## config.mk

```make
export PLATFORM = sky130hd
export DESIGN_NAME = fetch_ctrl
export DESIGN_NICKNAME = d
export VERILOG_FILES = /design/src/rtl/fetch_pkg.sv /design/src/rtl/fetch_redirect.sv /design/src/rtl/fetch_ctrl.sv
export SDC_FILE = /design/constraint.sdc
export NUM_CORES = 1
export LEC_CHECK = 0
export BUFFER_PORTS_ARGS = -buffer_cell sky130_fd_sc_hd__buf_2
export CAP_MARGIN = 20
export CORE_MARGIN = 1
export CORE_UTILIZATION = 50
export CTS_CLUSTER_SIZE = 8
export DETAILED_ROUTE_END_ITERATION = 8
export PLACE_DENSITY = 0.78
export SYNTH_ARGS = -nofsm -noshare
export SYNTH_HDL_FRONTEND = slang
export SYNTH_HIERARCHICAL = 1
export SYNTH_SLANG_ARGS = --single-unit
```

## constraint.sdc

```tcl
create_clock -name clk -period 7.55 [get_ports clk]
set_input_delay 0.3775 -clock clk [delete_from_list [all_inputs] [get_ports clk]]
set_output_delay 0.3775 -clock clk [all_outputs]
set_load 0.01 [all_outputs]
```

## src/rtl/fetch_pkg.sv

```systemverilog
`default_nettype none
// ============================================================================
// Module      : fetch_pkg
// Description : Shared types, default constants and PC legality helper for
//               the fetch sequencer.
// Revision    : 1.0 - initial release
// ============================================================================
package fetch_pkg;

    // Fetch sequencer states: waiting on memory, presenting a good
    // instruction, presenting an address-error nop.
    typedef enum logic [1:0] {
        FETCH = 2'd0,
        HOLD  = 2'd1,
        BAD   = 2'd2
    } fetch_state_t;

    localparam logic [31:0] DEFAULT_RESET_PC = 32'h0000_3000;
    localparam logic [31:0] DEFAULT_EXC_PC   = 32'h0000_4180;
    localparam int          DEFAULT_IM_WORDS = 4096;

    // A PC is fetchable when word aligned and inside the instruction memory
    // window starting at base.
    function automatic logic pc_legal(input logic [31:0] pc,
                                      input logic [31:0] base,
                                      input int          words);
        logic [31:0] last;
        last = base + (32'(words) * 32'd4) - 32'd4;
        return (pc[1:0] == 2'b00) && (pc >= base) && (pc <= last);
    endfunction

endpackage
`default_nettype wire

```

## src/rtl/fetch_redirect.sv

```systemverilog
`default_nettype none
// ============================================================================
// Module      : fetch_redirect
// Description : Pending-redirect bookkeeping for the fetch sequencer. Holds
//               the delayed-slot branch target and the discard flag for an
//               outstanding request, resolves exc > eret > branch priority,
//               and presents the PC to load in place of pc+4.
// Revision    : 1.0 - initial release
// ============================================================================
module fetch_redirect
    import fetch_pkg::*;
#(
    parameter logic [31:0] EXC_PC = DEFAULT_EXC_PC
) (
    input  logic         clk,
    input  logic         reset,
    input  fetch_state_t state,
    input  logic         im_ack,
    input  logic         pc_load,
    input  logic         br_valid,
    input  logic [31:0]  br_target,
    input  logic         exc_valid,
    input  logic         eret_valid,
    input  logic [31:0]  epc,
    output logic         flush_req,
    output logic         flush,
    output logic         redir_vld,
    output logic [31:0]  redir_pc
);

    logic        r_pend_vld;
    logic [31:0] r_pend_pc;
    logic        r_flush;
    logic [31:0] w_flush_tgt;
    logic        w_fetch_busy;

    // Priority resolution: an exception/eret this cycle wins, then a
    // discard already in flight, then a branch arriving this cycle (it
    // bypasses the register so the delay slot leaving now is followed by the
    // target), then a branch recorded earlier.
    always_comb begin
        flush_req    = exc_valid | eret_valid;
        w_flush_tgt  = exc_valid ? EXC_PC : epc;
        w_fetch_busy = (state == FETCH) && !im_ack;
        redir_vld    = 1'b1;
        redir_pc     = w_flush_tgt;
        if (!flush_req) begin
            if (r_flush) begin
                redir_pc = r_pend_pc;
            end else if (br_valid) begin
                redir_pc = br_target;
            end else begin
                redir_vld = r_pend_vld;
                redir_pc  = r_pend_pc;
            end
        end
    end

    assign flush = r_flush;

    // Pending state: cleared whenever the PC is reloaded; a flush during an
    // outstanding request parks its target here; branches are ignored while
    // a discard is pending because the flush already owns the next PC.
    always_ff @(posedge clk) begin
        if (reset) begin
            r_pend_vld <= 1'b0;
            r_pend_pc  <= 32'd0;
            r_flush    <= 1'b0;
        end else if (pc_load) begin
            r_pend_vld <= 1'b0;
            r_flush    <= 1'b0;
        end else if (w_fetch_busy && flush_req) begin
            r_flush    <= 1'b1;
            r_pend_vld <= 1'b0;
            r_pend_pc  <= w_flush_tgt;
        end else if (br_valid && !r_flush) begin
            r_pend_vld <= 1'b1;
            r_pend_pc  <= br_target;
        end
    end

endmodule
`default_nettype wire

```

## src/rtl/fetch_ctrl.sv

```systemverilog
`default_nettype none
// ============================================================================
// Module      : fetch_ctrl
// Description : Fetch sequencer. Holds the fetch PC, runs the req/ack
//               handshake to a multi-cycle instruction memory and presents
//               one instruction at a time to the F/D register.
// Revision    : 1.0 - initial release
// ============================================================================
module fetch_ctrl
    import fetch_pkg::*;
#(
    parameter logic [31:0] RESET_PC = DEFAULT_RESET_PC,
    parameter logic [31:0] EXC_PC   = DEFAULT_EXC_PC,
    parameter int          IM_WORDS = DEFAULT_IM_WORDS
) (
    input  logic        clk,
    input  logic        reset,
    input  logic        stall,
    input  logic        br_valid,
    input  logic [31:0] br_target,
    input  logic        exc_valid,
    input  logic        eret_valid,
    input  logic [31:0] epc,
    output logic        im_req,
    output logic [31:0] im_addr,
    input  logic        im_ack,
    input  logic [31:0] im_rdata,
    output logic        f_valid,
    output logic [31:0] f_pc,
    output logic [31:0] f_instr,
    output logic        f_adel
);

    fetch_state_t r_state;
    fetch_state_t w_state_nxt;
    logic [31:0]  r_pc;
    logic [31:0]  w_pc_nxt;
    logic [31:0]  r_instr_q;
    logic [31:0]  w_instr_nxt;
    logic         w_pc_load;
    logic [31:0]  w_load_pc;
    logic         w_flush_req;
    logic         w_flush;
    logic         w_redir_vld;
    logic [31:0]  w_redir_pc;

    fetch_redirect #(
        .EXC_PC (EXC_PC)
    ) u_redirect (
        .clk        (clk),
        .reset      (reset),
        .state      (r_state),
        .im_ack     (im_ack),
        .pc_load    (w_pc_load),
        .br_valid   (br_valid),
        .br_target  (br_target),
        .exc_valid  (exc_valid),
        .eret_valid (eret_valid),
        .epc        (epc),
        .flush_req  (w_flush_req),
        .flush      (w_flush),
        .redir_vld  (w_redir_vld),
        .redir_pc   (w_redir_pc)
    );

    // Next PC whenever one is loaded; the increment wraps modulo 2^32.
    assign w_load_pc = w_redir_vld ? w_redir_pc : (r_pc + 32'd4);

    // Next-state logic; every PC load re-checks legality so an illegal PC
    // never issues a request and lands directly in BAD.
    always_comb begin
        w_state_nxt = r_state;
        w_pc_nxt    = r_pc;
        w_instr_nxt = r_instr_q;
        w_pc_load   = 1'b0;
        case (r_state)
            FETCH: begin
                if (im_ack) begin
                    if (w_flush_req || w_flush) begin
                        w_pc_load = 1'b1;
                    end else begin
                        w_instr_nxt = im_rdata;
                        w_state_nxt = HOLD;
                    end
                end
            end
            HOLD, BAD: begin
                if (w_flush_req || !stall) begin
                    w_pc_load = 1'b1;
                end
            end
            default: begin
                w_state_nxt = FETCH;
            end
        endcase
        if (w_pc_load) begin
            w_pc_nxt    = w_load_pc;
            w_state_nxt = pc_legal(w_load_pc, RESET_PC, IM_WORDS) ? FETCH : BAD;
        end
    end

    // State, PC and captured instruction registers.
    always_ff @(posedge clk) begin
        if (reset) begin
            r_state   <= FETCH;
            r_pc      <= RESET_PC;
            r_instr_q <= 32'd0;
        end else begin
            r_state   <= w_state_nxt;
            r_pc      <= w_pc_nxt;
            r_instr_q <= w_instr_nxt;
        end
    end

    // Request is gated during reset so an abandoned transaction drops cleanly.
    assign im_req  = (r_state == FETCH) && !reset;
    assign im_addr = r_pc;
    assign f_valid = (r_state == HOLD) || (r_state == BAD);
    assign f_pc    = r_pc;
    assign f_instr = (r_state == HOLD) ? r_instr_q : 32'd0;
    assign f_adel  = (r_state == BAD);

endmodule
`default_nettype wire

```

==> results.txt, run 1 <==
status -> finished clean
Core ar. -> 12,800 um2
gr usage total -> 0.292
grt total ovfl -> 0
Yosys reg bits -> 100
GR peak layer -> met2
M2 GR Usage -> 0.450
part of the power in registers -> 0.363
Die Width -> 117 um
Root Buffer Master -> clkbuf_16
port bufs -> 201
largest cells by area after synthesis -> dfxtp_1, nand2_1, a311oi_1
Clock Path Buffers -> 2
First DRT Iteration DRCs -> 656
endpoints failing hold -> 0
CP arrival -> 4.32 ns
Async SR Flop Fraction -> 0
Logic pwr share -> 0.441
vias -> 7,219
Mapped Nets -> 1,022
Post-synth EDFFs -> 0
sequential fraction of the synthesis area -> 0.302
WL final -> 20.3 mm
CTS tree -> built
area of the multi-input gates -> 4020 um2
Slowest-stage cell, CP -> nor3b_2
first-pass GRT wire length -> 31.4 mm
initial antenna violation count -> 0
largest net degree at the start of global routing -> 103
Initial Util -> 0.518
Startpoint Class -> flop
Switch Pwr -> 1030 uW
DRC -> 0
CP endpoint kind -> flop
most used cell, CP -> buf_4
grt met1 use -> 0.411
Clock Latency Late Sink -> 0.36 ns
Hold Crit Class -> input pin to flop
Leakage -> 0.00303 uW
Boundary Pins -> 202
Setup TNS -> 0 ns
Sw Ratio -> 0.440
gpl congestion -> 0.875
synth unique cells -> 59
Die Area -> 13,700 um2
clock skew -> 0.00572 ns
post-synth top area cell -> dfxtp_1
n_diodes -> 0
H-Tree Depth -> 3
P&R area growth vs syn -> 15.7%
layout net count -> 1,127
WS Path Type -> flop to flop
Clock power frac -> 0.196
post-CTS resize count -> 0
Worst slew margin -> 0.267
Cell Pwr Density -> 307 nW/um2
CTS sink count -> 100
Register Area -> 2000 um2
clock buffer count from CTS -> 9
top-area cell type share of the netlist area -> 0.302
Pint -> 1320 uW
vias in the first global route -> 6,200
fin crit share -> 0.537
met3 global-route usage -> 0.0499
Ys Warns -> 6
Final Hold Slack -> 0.249 ns
Synth Instances -> 914
dpl hpwl -> 13.3 mm
Hold Buf Count CTS -> 0
CP max FO -> 42
average cell area after synthesis -> 7.24 um2
most common cell in the synthesized netlist -> nand2_1
Crit path largest cell delay -> 0.86 ns
share of cells above drive strength 1 -> 0.244
Pre-Repair DR Iteration Count -> 5
maxcap violations -> 0
Mapped Area -> 6620 um2
Die Y-Extent -> 117 um
CP required -> 7.81 ns
Slew Viols, Final -> 0
Via density -> 6.04
RSZ-0062 raised after global routing -> false
Finish-stage setup viols -> 0
drt wl/cell -> 17.0 um
CP Cell Sequence -> inv_1 -> ha_1 -> and2_1 -> o21ai_0 -> a31o_2 -> clkinv_1 -> buf_4 -> nor3b_2 -> buf_4 -> a211oi_1 -> a311oi_1
f_max -> 246 MHz
Reg clk slew, reported paths -> 0.08 ns
fill count -> 1,192
row count -> 41
main flop type after synthesis -> dfxtp_1
setup bufs post-CTS -> 0
VDD IR max -> 136 uV
Non-Filler Instances -> 1,196
min Tclk post-route -> 4.06 ns
most common library cells after synthesis -> nand2_1, dfxtp_1, clkbuf_1
DP Cell Count -> 1,179
Antenna Violating Nets Remaining -> 0
Worst-Margin Slew -> 1.10 ns
==> flip-flops by register name (all words and copies together), names as in the netlist <==
register and cells:
f_pc 32, u_redirect/r_pend_vld 1, u_redirect/r_pend_pc 32, r_state 2, r_instr_q 32, u_redirect/flush 1
==> cell families (layout without fill, tap and decap cells) <==
kind of cell,after synthesis,after routing,share of synthesized area
adders and majority gates,5,5,0.00945
xor gates and xnor gates,14,14,0.0185
DFF,100,100,0.302
muxes,4,4,0.00624
buffers and inverters,127,237,0.0935
and+or+nand+nor,397,397,0.301
AOI/OAI and AO/OA,267,267,0.269
==> final timing paths <==
path / startpoint / end / slack (ns) / cells past startpoint
min reg2reg: r_instr_q[10]$_SDFFE_PP0P_ / r_instr_q[10]$_SDFFE_PP0P_ / 0.45 / 2
max: r_state[0]$_SDFFE_PP0P_ / u_redirect/r_pend_pc[9]$_SDFFE_PP0P_ / 3.49 / 11
max reg2reg: r_state[0]$_SDFFE_PP0P_ / u_redirect/r_pend_pc[9]$_SDFFE_PP0P_ / 3.49 / 11
min: im_rdata[28] / r_instr_q[28]$_SDFFE_PP0P_ / 0.25 / 3
==> final cells by class <==
class                   count  area share
multi-input cells         687       0.525
well taps                 172      0.0281
inverters                   8     0.00392
clock inverters             5     0.00572
flip-flops and latches    100       0.261
clock buffers              11      0.0317
repair buffers            213       0.144
==> power by group through the flow <==
stage               Combinational, uW  Sequential [uW]  Clock [uW]
floorplan                         793              823           0
finish                           1040              852         461
detailed placement               1020              859           0
global route                     1150              878         481
CTS                              1020              849         461
global placement                  997              859           0
==> critical path, delay by kind of cell (launching register included) <==
family / cells / cell delay, ns
AOI/OAI and AO/OA: 4 / 1.14
buffers and inverters: 4 / 0.93
and+or+nand+nor: 2 / 1.05
DFF: 1 / 0.55
adders and majority gates: 1 / 0.25
==> stage by stage <==
stage | utilization | setup WS, ns | power (uW) | area [um2]
2_1_floorplan | - | 4.70 | 1620 | 6620
3_3_place_gp | 0.576 | 3.43 | 1860 | 7360
3_5_place_dp | 0.576 | 3.37 | 1870 | 7360
4_1_cts | 0.599 | 3.53 | 2330 | 7650
5_1_grt | 0.600 | 3.13 | 2510 | 7660
6_report | 0.600 | 3.49 | 2350 | 7660
==> routing by layer <==
metal  part of all wire  routed length, um
met1               0.44               8900
met2               0.45               9050
met3              0.092               1870
met4              0.024                482
met5                  0                  0
==> layout by cell type, fill, tap and decap left out, drive strengths merged, types with 3 or more instances in the layout <==
cell / synthesis / layout
o21ai: 58 / 58
a31oi: 7 / 7
a311oi: 58 / 58
ha: 5 / 5
and3: 4 / 4
nand4: 16 / 16
inv: 6 / 8
o41ai: 4 / 4
nand3: 12 / 12
dfxtp: 100 / 100
nor4: 13 / 13
a21o: 4 / 4
nand2b: 6 / 6
o21bai: 3 / 3
nand4b: 30 / 30
or3: 7 / 7
o31ai: 5 / 5
xnor2: 8 / 8
xor2: 6 / 6
and3b: 3 / 3
clkbuf: 72 / 11
a21oi: 68 / 68
clkinv: 2 / 3
a211oi: 36 / 36
nor2b: 3 / 3
and2: 37 / 37
nor2: 69 / 69
buf: 47 / 213
o2111ai: 4 / 4
or4: 4 / 4
nand2: 175 / 175
nor3: 13 / 13
a22oi: 8 / 8
mux2i: 3 / 3
(Power assumes the default switching activity.)
==> run 2, diff against run 1 <==
--- a/config.mk
+++ b/config.mk
@@ -8,10 +8,10 @@
 export BUFFER_PORTS_ARGS = -buffer_cell sky130_fd_sc_hd__buf_2
 export CAP_MARGIN = 20
 export CORE_MARGIN = 1
-export CORE_UTILIZATION = 50
+export CORE_UTILIZATION = 47
 export CTS_CLUSTER_SIZE = 8
 export DETAILED_ROUTE_END_ITERATION = 8
-export PLACE_DENSITY = 0.78
+export PLACE_DENSITY = 0.77
 export SYNTH_ARGS = -nofsm -noshare
 export SYNTH_HDL_FRONTEND = slang
 export SYNTH_HIERARCHICAL = 1
==> constraint.sdc (replaced) <==
create_clock -name clk -period 3.7 [get_ports clk]
set_input_delay 0.185 -clock clk [delete_from_list [all_inputs] [get_ports clk]]
set_output_delay 0.185 -clock clk [all_outputs]
set_load 0.01 [all_outputs]
==> run 2 against run 1 <==
Against the previous run: hold slack worse by 0.19 ns; register-to-register slack worse by 2.7 ns; sequential cell count did not move; sequential share of layout area fell by 0.45 points; total power up 110%; global-route usage decreased by 1.1 points; non-clock buffer count rose by 11; clock-buffer cell count shrank 1; wire length grew 2.0%; clock skew up 0.0056 ns; clock power grew 120%; critical path depth down 1.
==> results.txt, run 2 (synthesis results as in run 1) <==
Reg clk slew, reported paths -> 0.08 ns
Finish-stage setup viols -> 0
port bufs -> 201
Pre-Repair DR Iteration Count -> 5
min Tclk post-route -> 2.89 ns
layout net count -> 1,138
worst hold stages -> 3
f_max -> 345 MHz
Clock Latency Late Sink -> 0.36 ns
Clock Path Buffers -> 2
CTS sink count -> 100
commonest non-fill, non-tap cell in the layout -> buf_2
clock skew -> 0.0113 ns
vias -> 7,320
clock buffer count from CTS -> 9
WS Path Type -> flop to flop
drt wl/cell -> 17.0 um
Hold Crit Class -> input pin to flop
Boundary Pins -> 202
endpoints failing hold -> 0
Startpoint Class -> flop
Via density -> 6.02
DRC -> 0
vias in the first global route -> 6,386
commonest cells after routing, fill and taps aside -> buf_2, nand2_1, dfxtp_1
Root Buffer Master -> clkbuf_16
CP Cell Sequence -> inv_1 -> ha_1 -> and2_1 -> o21ai_0 -> a31o_2 -> clkinv_1 -> or4_4 -> o21ai_2 -> buf_4 -> a311oi_1
CTS tree -> built
CP required -> 3.90 ns
fin crit share -> 0.782
largest net degree at the start of global routing -> 65
Hold Buf Count CTS -> 0
Switch Pwr -> 2140 uW
cell family with most CP delay -> simple AND/OR/NAND/NOR gates
part of the power in registers -> 0.354
VDD IR max -> 310 uV
Clock power frac -> 0.207
initial antenna violation count -> 0
share of cells above drive strength 1 -> 0.253
RSZ-0062 raised after global routing -> false
row count -> 43
status -> finished clean
Die Width -> 121 um
setup bufs post-CTS -> 0
Reg-to-Reg End -> u_redirect/r_pend_pc[28]$_SDFFE_PP0P_
Non-Filler Instances -> 1,215
H-Tree Depth -> 3
Core ar. -> 13,800 um2
gr usage total -> 0.281
fill count -> 1,277
CP arrival -> 3.09 ns
Logic pwr share -> 0.439
Worst slew margin -> 0.310
n_diodes -> 0
first-pass GRT wire length -> 32.7 mm
Worst-Margin Slew -> 1.03 ns
dpl hpwl -> 13.9 mm
grt total ovfl -> 0
First DRT Iteration DRCs -> 718
DP Cell Count -> 1,198
WL final -> 20.7 mm
WHS Endpoint -> r_instr_q[15]$_SDFFE_PP0P_
r2r worst-path depth -> 10
maxcap violations -> 0
Pint -> 2800 uW
Setup TNS -> 0 ns
reg-to-reg startpoint -> r_state[0]$_SDFFE_PP0P_
Hold Crit Start -> im_rdata[15]
R2R setup slack -> 0.81 ns
Die Y-Extent -> 121 um
Antenna Violating Nets Remaining -> 0
P&R area growth vs syn -> 17.7%
CP endpoint kind -> flop
post-CTS resize count -> 0
Sw Ratio -> 0.433
Leakage -> 0.00311 uW
Slowest-stage cell, CP -> dfxtp_1
Initial Util -> 0.479
Die Area -> 14,600 um2
CP max FO -> 17
Cell Pwr Density -> 633 nW/um2
Buf/Inv on CP -> 3
Crit path largest cell delay -> 0.57 ns
Slew Viols, Final -> 0
gpl congestion -> 0.871
## run 2: changes by cell type in the layout (fill, tap and decap cells not counted), sizes merged
cell,delta
clkinvlp,-2
inv,+2
buf,+11
clkbuf,-1
bufinv,+1
## run 2: routing by layer
metal	GRT usage	vias to the layer above	share of wire
met5	0	-	0
met1	0.395	3401	0.45
li1	-	3522	-
met3	0.0434	34	0.079
met2	0.435	363	0.45
met4	0.0972	0	0.021
## run 2: power by group through the flow
stage | sequential [uW] | combinational (uW) | clock (uW)
floorplan | 1680 | 1620 | 0
global placement | 1750 | 2090 | 0
detailed placement | 1760 | 2120 | 0
CTS | 1740 | 2130 | 1040
global route | 1790 | 2400 | 1080
finish | 1740 | 2170 | 1020
## run 2: worst max path at each step
| stage | from | endpoint | slack, ns | cells after the start |
|---|---|---|---|---|
| global route | r_state[0]$_SDFFE_PP0P_ | u_redirect/r_pend_pc[14]$_SDFFE_PP0P_ | 0.57 | 10 |
| finish | r_state[0]$_SDFFE_PP0P_ | u_redirect/r_pend_pc[28]$_SDFFE_PP0P_ | 0.81 | 10 |
| CTS | r_state[0]$_SDFFE_PP0P_ | u_redirect/r_pend_pc[28]$_SDFFE_PP0P_ | 0.83 | 10 |
| global placement | eret_valid | r_state[1]$_SDFFE_PP0P_ | 0.86 | 11 |
| detailed placement | r_state[0]$_SDFFE_PP0P_ | u_redirect/r_pend_pc[28]$_SDFFE_PP0P_ | 0.86 | 10 |
| floorplan | r_state[0]$_SDFFE_PP0P_ | u_redirect/r_pend_pc[0]$_SDFFE_PP0P_ | 0.93 | 12 |
## run 2: cell type report
type | count | area, um2 | area share
multi-input combinational | 687 | 4020 | 0.516
tap | 180 | 225 | 0.0289
timing repair buffer | 224 | 1200 | 0.154
clock inverter | 6 | 76.3 | 0.00979
sequential | 100 | 2000 | 0.257
clock buffer | 10 | 239 | 0.0307
inverter | 8 | 30.0 | 0.00385
## run 2: through the flow
stage                     power (uW)  hold WS, ns  instance area (um2)  setup slack [ns]  utilization
after floorplan                 3300        0.321                 6620             0.926            -
after global placement          3840        0.427                 7450             0.859        0.539
after detailed placement        3880        0.431                 7450             0.860        0.539
after CTS                       4910       0.0449                 7770             0.828        0.562
after global routing            5260       0.0527                 7790             0.572        0.564
final                           4930       0.0565                 7790             0.805        0.564
## run 2: worst reg2reg max path: cells and delay by family, from the launching register on
family | cells | cell delay, ns
compound gates | 4 | 0.61
simple gates | 2 | 0.70
buf+inv | 3 | 0.59
flops | 1 | 0.57
fa+ha+maj | 1 | 0.26
==> run 3, diff against run 2 <==
--- a/config.mk
+++ b/config.mk
@@ -8,10 +8,10 @@
 export BUFFER_PORTS_ARGS = -buffer_cell sky130_fd_sc_hd__buf_2
 export CAP_MARGIN = 20
 export CORE_MARGIN = 1
-export CORE_UTILIZATION = 47
+export CORE_UTILIZATION = 50
 export CTS_CLUSTER_SIZE = 8
 export DETAILED_ROUTE_END_ITERATION = 8
-export PLACE_DENSITY = 0.77
+export PLACE_DENSITY = 0.78
 export SYNTH_ARGS = -nofsm -noshare
 export SYNTH_HDL_FRONTEND = slang
 export SYNTH_HIERARCHICAL = 1
==> constraint.sdc (replaced) <==
create_clock -name clk -period 2.84 [get_ports clk]
set_input_delay 0.142 -clock clk [delete_from_list [all_inputs] [get_ports clk]]
set_output_delay 0.142 -clock clk [all_outputs]
set_load 0.01 [all_outputs]
==> run 3 against run 2 <==
Against the previous run: worst setup slack worse by 0.61 ns; clock power increased by 38%; wire length up 1.5%; combinational power is 38% higher; first-iteration DRC count up 14%; largest cell class unchanged; die area is 5.9% lower; non-clock buffer count up 18; hold slack got worse by 0.047 ns; critical path depth down 3; clock skew is 0.0039 ns lower.
==> results.txt, run 3 (synthesis results as in run 1) <==
clock buffer count from CTS -> 9
Boundary Pins -> 202
Crit path largest cell delay -> 0.89 ns
CP required -> 3.09 ns
H-Tree Depth -> 3
P&R area growth vs syn -> 20.4%
first-pass GRT wire length -> 32.7 mm
Slew Viols, Final -> 0
gpl congestion -> 0.909
DP Cell Count -> 1,209
WS Path Type -> flop to flop
worst hold stages -> 3
Cell Pwr Density -> 831 nW/um2
drt wl/cell -> 17.2 um
n_diodes -> 0
min Tclk post-route -> 2.64 ns
maxcap violations -> 0
Initial Util -> 0.518
Die Area -> 13,700 um2
Antenna Violating Nets Remaining -> 0
vias -> 7,431
CTS sink count -> 100
Via density -> 6.07
First DRT Iteration DRCs -> 822
Pre-Repair DR Iteration Count -> 5
reg-to-reg startpoint -> u_redirect/flush$_SDFFE_PP0N_
fin crit share -> 0.931
f_max -> 378 MHz
Clock Latency Late Sink -> 0.36 ns
Hold Crit Class -> input pin to flop
worst setup path start -> u_redirect/flush$_SDFFE_PP0N_
CP endpoint kind -> flop
CTS tree -> built
port bufs -> 201
setup ws final -> 0.197 ns
Hold Crit Start -> im_rdata[15]
Worst slew margin -> 0.306
initial antenna violation count -> 1
Core ar. -> 12,800 um2
Die Width -> 117 um
Reg-to-Reg End -> r_state[1]$_SDFFE_PP0P_
VDD IR max -> 523 uV
status -> finished clean
Non-Filler Instances -> 1,225
Reg clk slew, reported paths -> 0.08 ns
layout net count -> 1,156
CP arrival -> 2.89 ns
Root Buffer Master -> clkbuf_16
endpoints failing hold -> 0
Startpoint Class -> flop
clock skew -> 0.00745 ns
Slowest-stage cell, CP -> or4_2
CP max FO -> 32
grt total ovfl -> 0
r2r worst-path depth -> 7
largest net degree at the start of global routing -> 65
Die Y-Extent -> 117 um
WHS Endpoint -> r_instr_q[15]$_SDFFE_PP0P_
CP Cell Sequence -> or4_2 -> buf_4 -> nand2_1 -> o21ai_0 -> nand4b_1 -> nor4_1 -> a31oi_1
Finish-stage setup viols -> 0
Leakage -> 0.00322 uW
R2R setup slack -> 0.20 ns
row count -> 41
WL final -> 21.0 mm
commonest non-fill, non-tap cell in the layout -> buf_2
setup bufs post-CTS -> 0
commonest cells after routing, fill and taps aside -> buf_2, nand2_1, dfxtp_1
dpl ws -> 0.241 ns
dpl hpwl -> 14.3 mm
share of cells above drive strength 1 -> 0.266
Clock Path Buffers -> 2
Worst-Margin Slew -> 1.04 ns
vias in the first global route -> 6,395
gr usage total -> 0.308
DRC -> 0
run 3: final cells by class:
type | instances | area, um2
fill | 1194 | 4800
multi-input combinational | 687 | 4020
sequential | 100 | 2000
timing repair buffer | 242 | 1370
clock buffer | 9 | 225
tap | 172 | 215
clock inverter | 7 | 106
inverter | 8 | 30.0
run 3: where the power goes:
| group | switching (uW) | internal, uW |
|---|---|---|
| combinational | 1810 | 1190 |
| clock | 621 | 789 |
| sequential | 401 | 1810 |
| total | 2830 | 3790 |
run 3: metal layers:
layer / vias to the layer above / track usage / wire, um
met5: - / 0 / 0
met3: 35 / 0.0577 / 2150
met2: 424 / 0.469 / 9390
li1: 3570 / - / -
met4: 0 / 0.123 / 460
met1: 3402 / 0.429 / 9020
run 3: repair_timing:
action                     in CTS  in global routing
gates resized for setup         0                  2
hold buffers                    0                  0
setup endpoints to repair       0                  4
run 3: per-stage QoR:
step / setup TNS [ns] / area, um2 / util / hold slack, ns / power [uW]
floorplan: 0 / 6620 / - / 0.278 / 4290
global placement: 0 / 7630 / 0.598 / 0.384 / 5100
detailed placement: 0 / 7630 / 0.598 / 0.388 / 5170
CTS: 0 / 7970 / 0.624 / 0.00230 / 6570
global route: -0.0150 / 7970 / 0.624 / 0.0148 / 7080
finish: 0 / 7970 / 0.624 / 0.00967 / 6620
run 3: how the worst max path moves through the flow:
stage                                                  endpoint  slack, ns
after floorplan            u_redirect/r_pend_pc[0]$_SDFFE_PP0P_       0.07
after global placement                  r_state[1]$_SDFFE_PP0P_       0.28
after detailed placement                r_state[1]$_SDFFE_PP0P_       0.24
after CTS                 u_redirect/r_pend_pc[23]$_SDFFE_PP0P_       0.21
after global routing      u_redirect/r_pend_pc[14]$_SDFFE_PP0P_      -0.02
final                                   r_state[1]$_SDFFE_PP0P_       0.20
run 3: worst max-delay path, delay by kind of cell (launching register included):
family	cells	cell delay (ns)
AND/OR/NAND/NOR	4	1.54
buffers and inverters	1	0.31
AO/OA/AOI/OAI	2	0.24
flip-flops	1	0.42
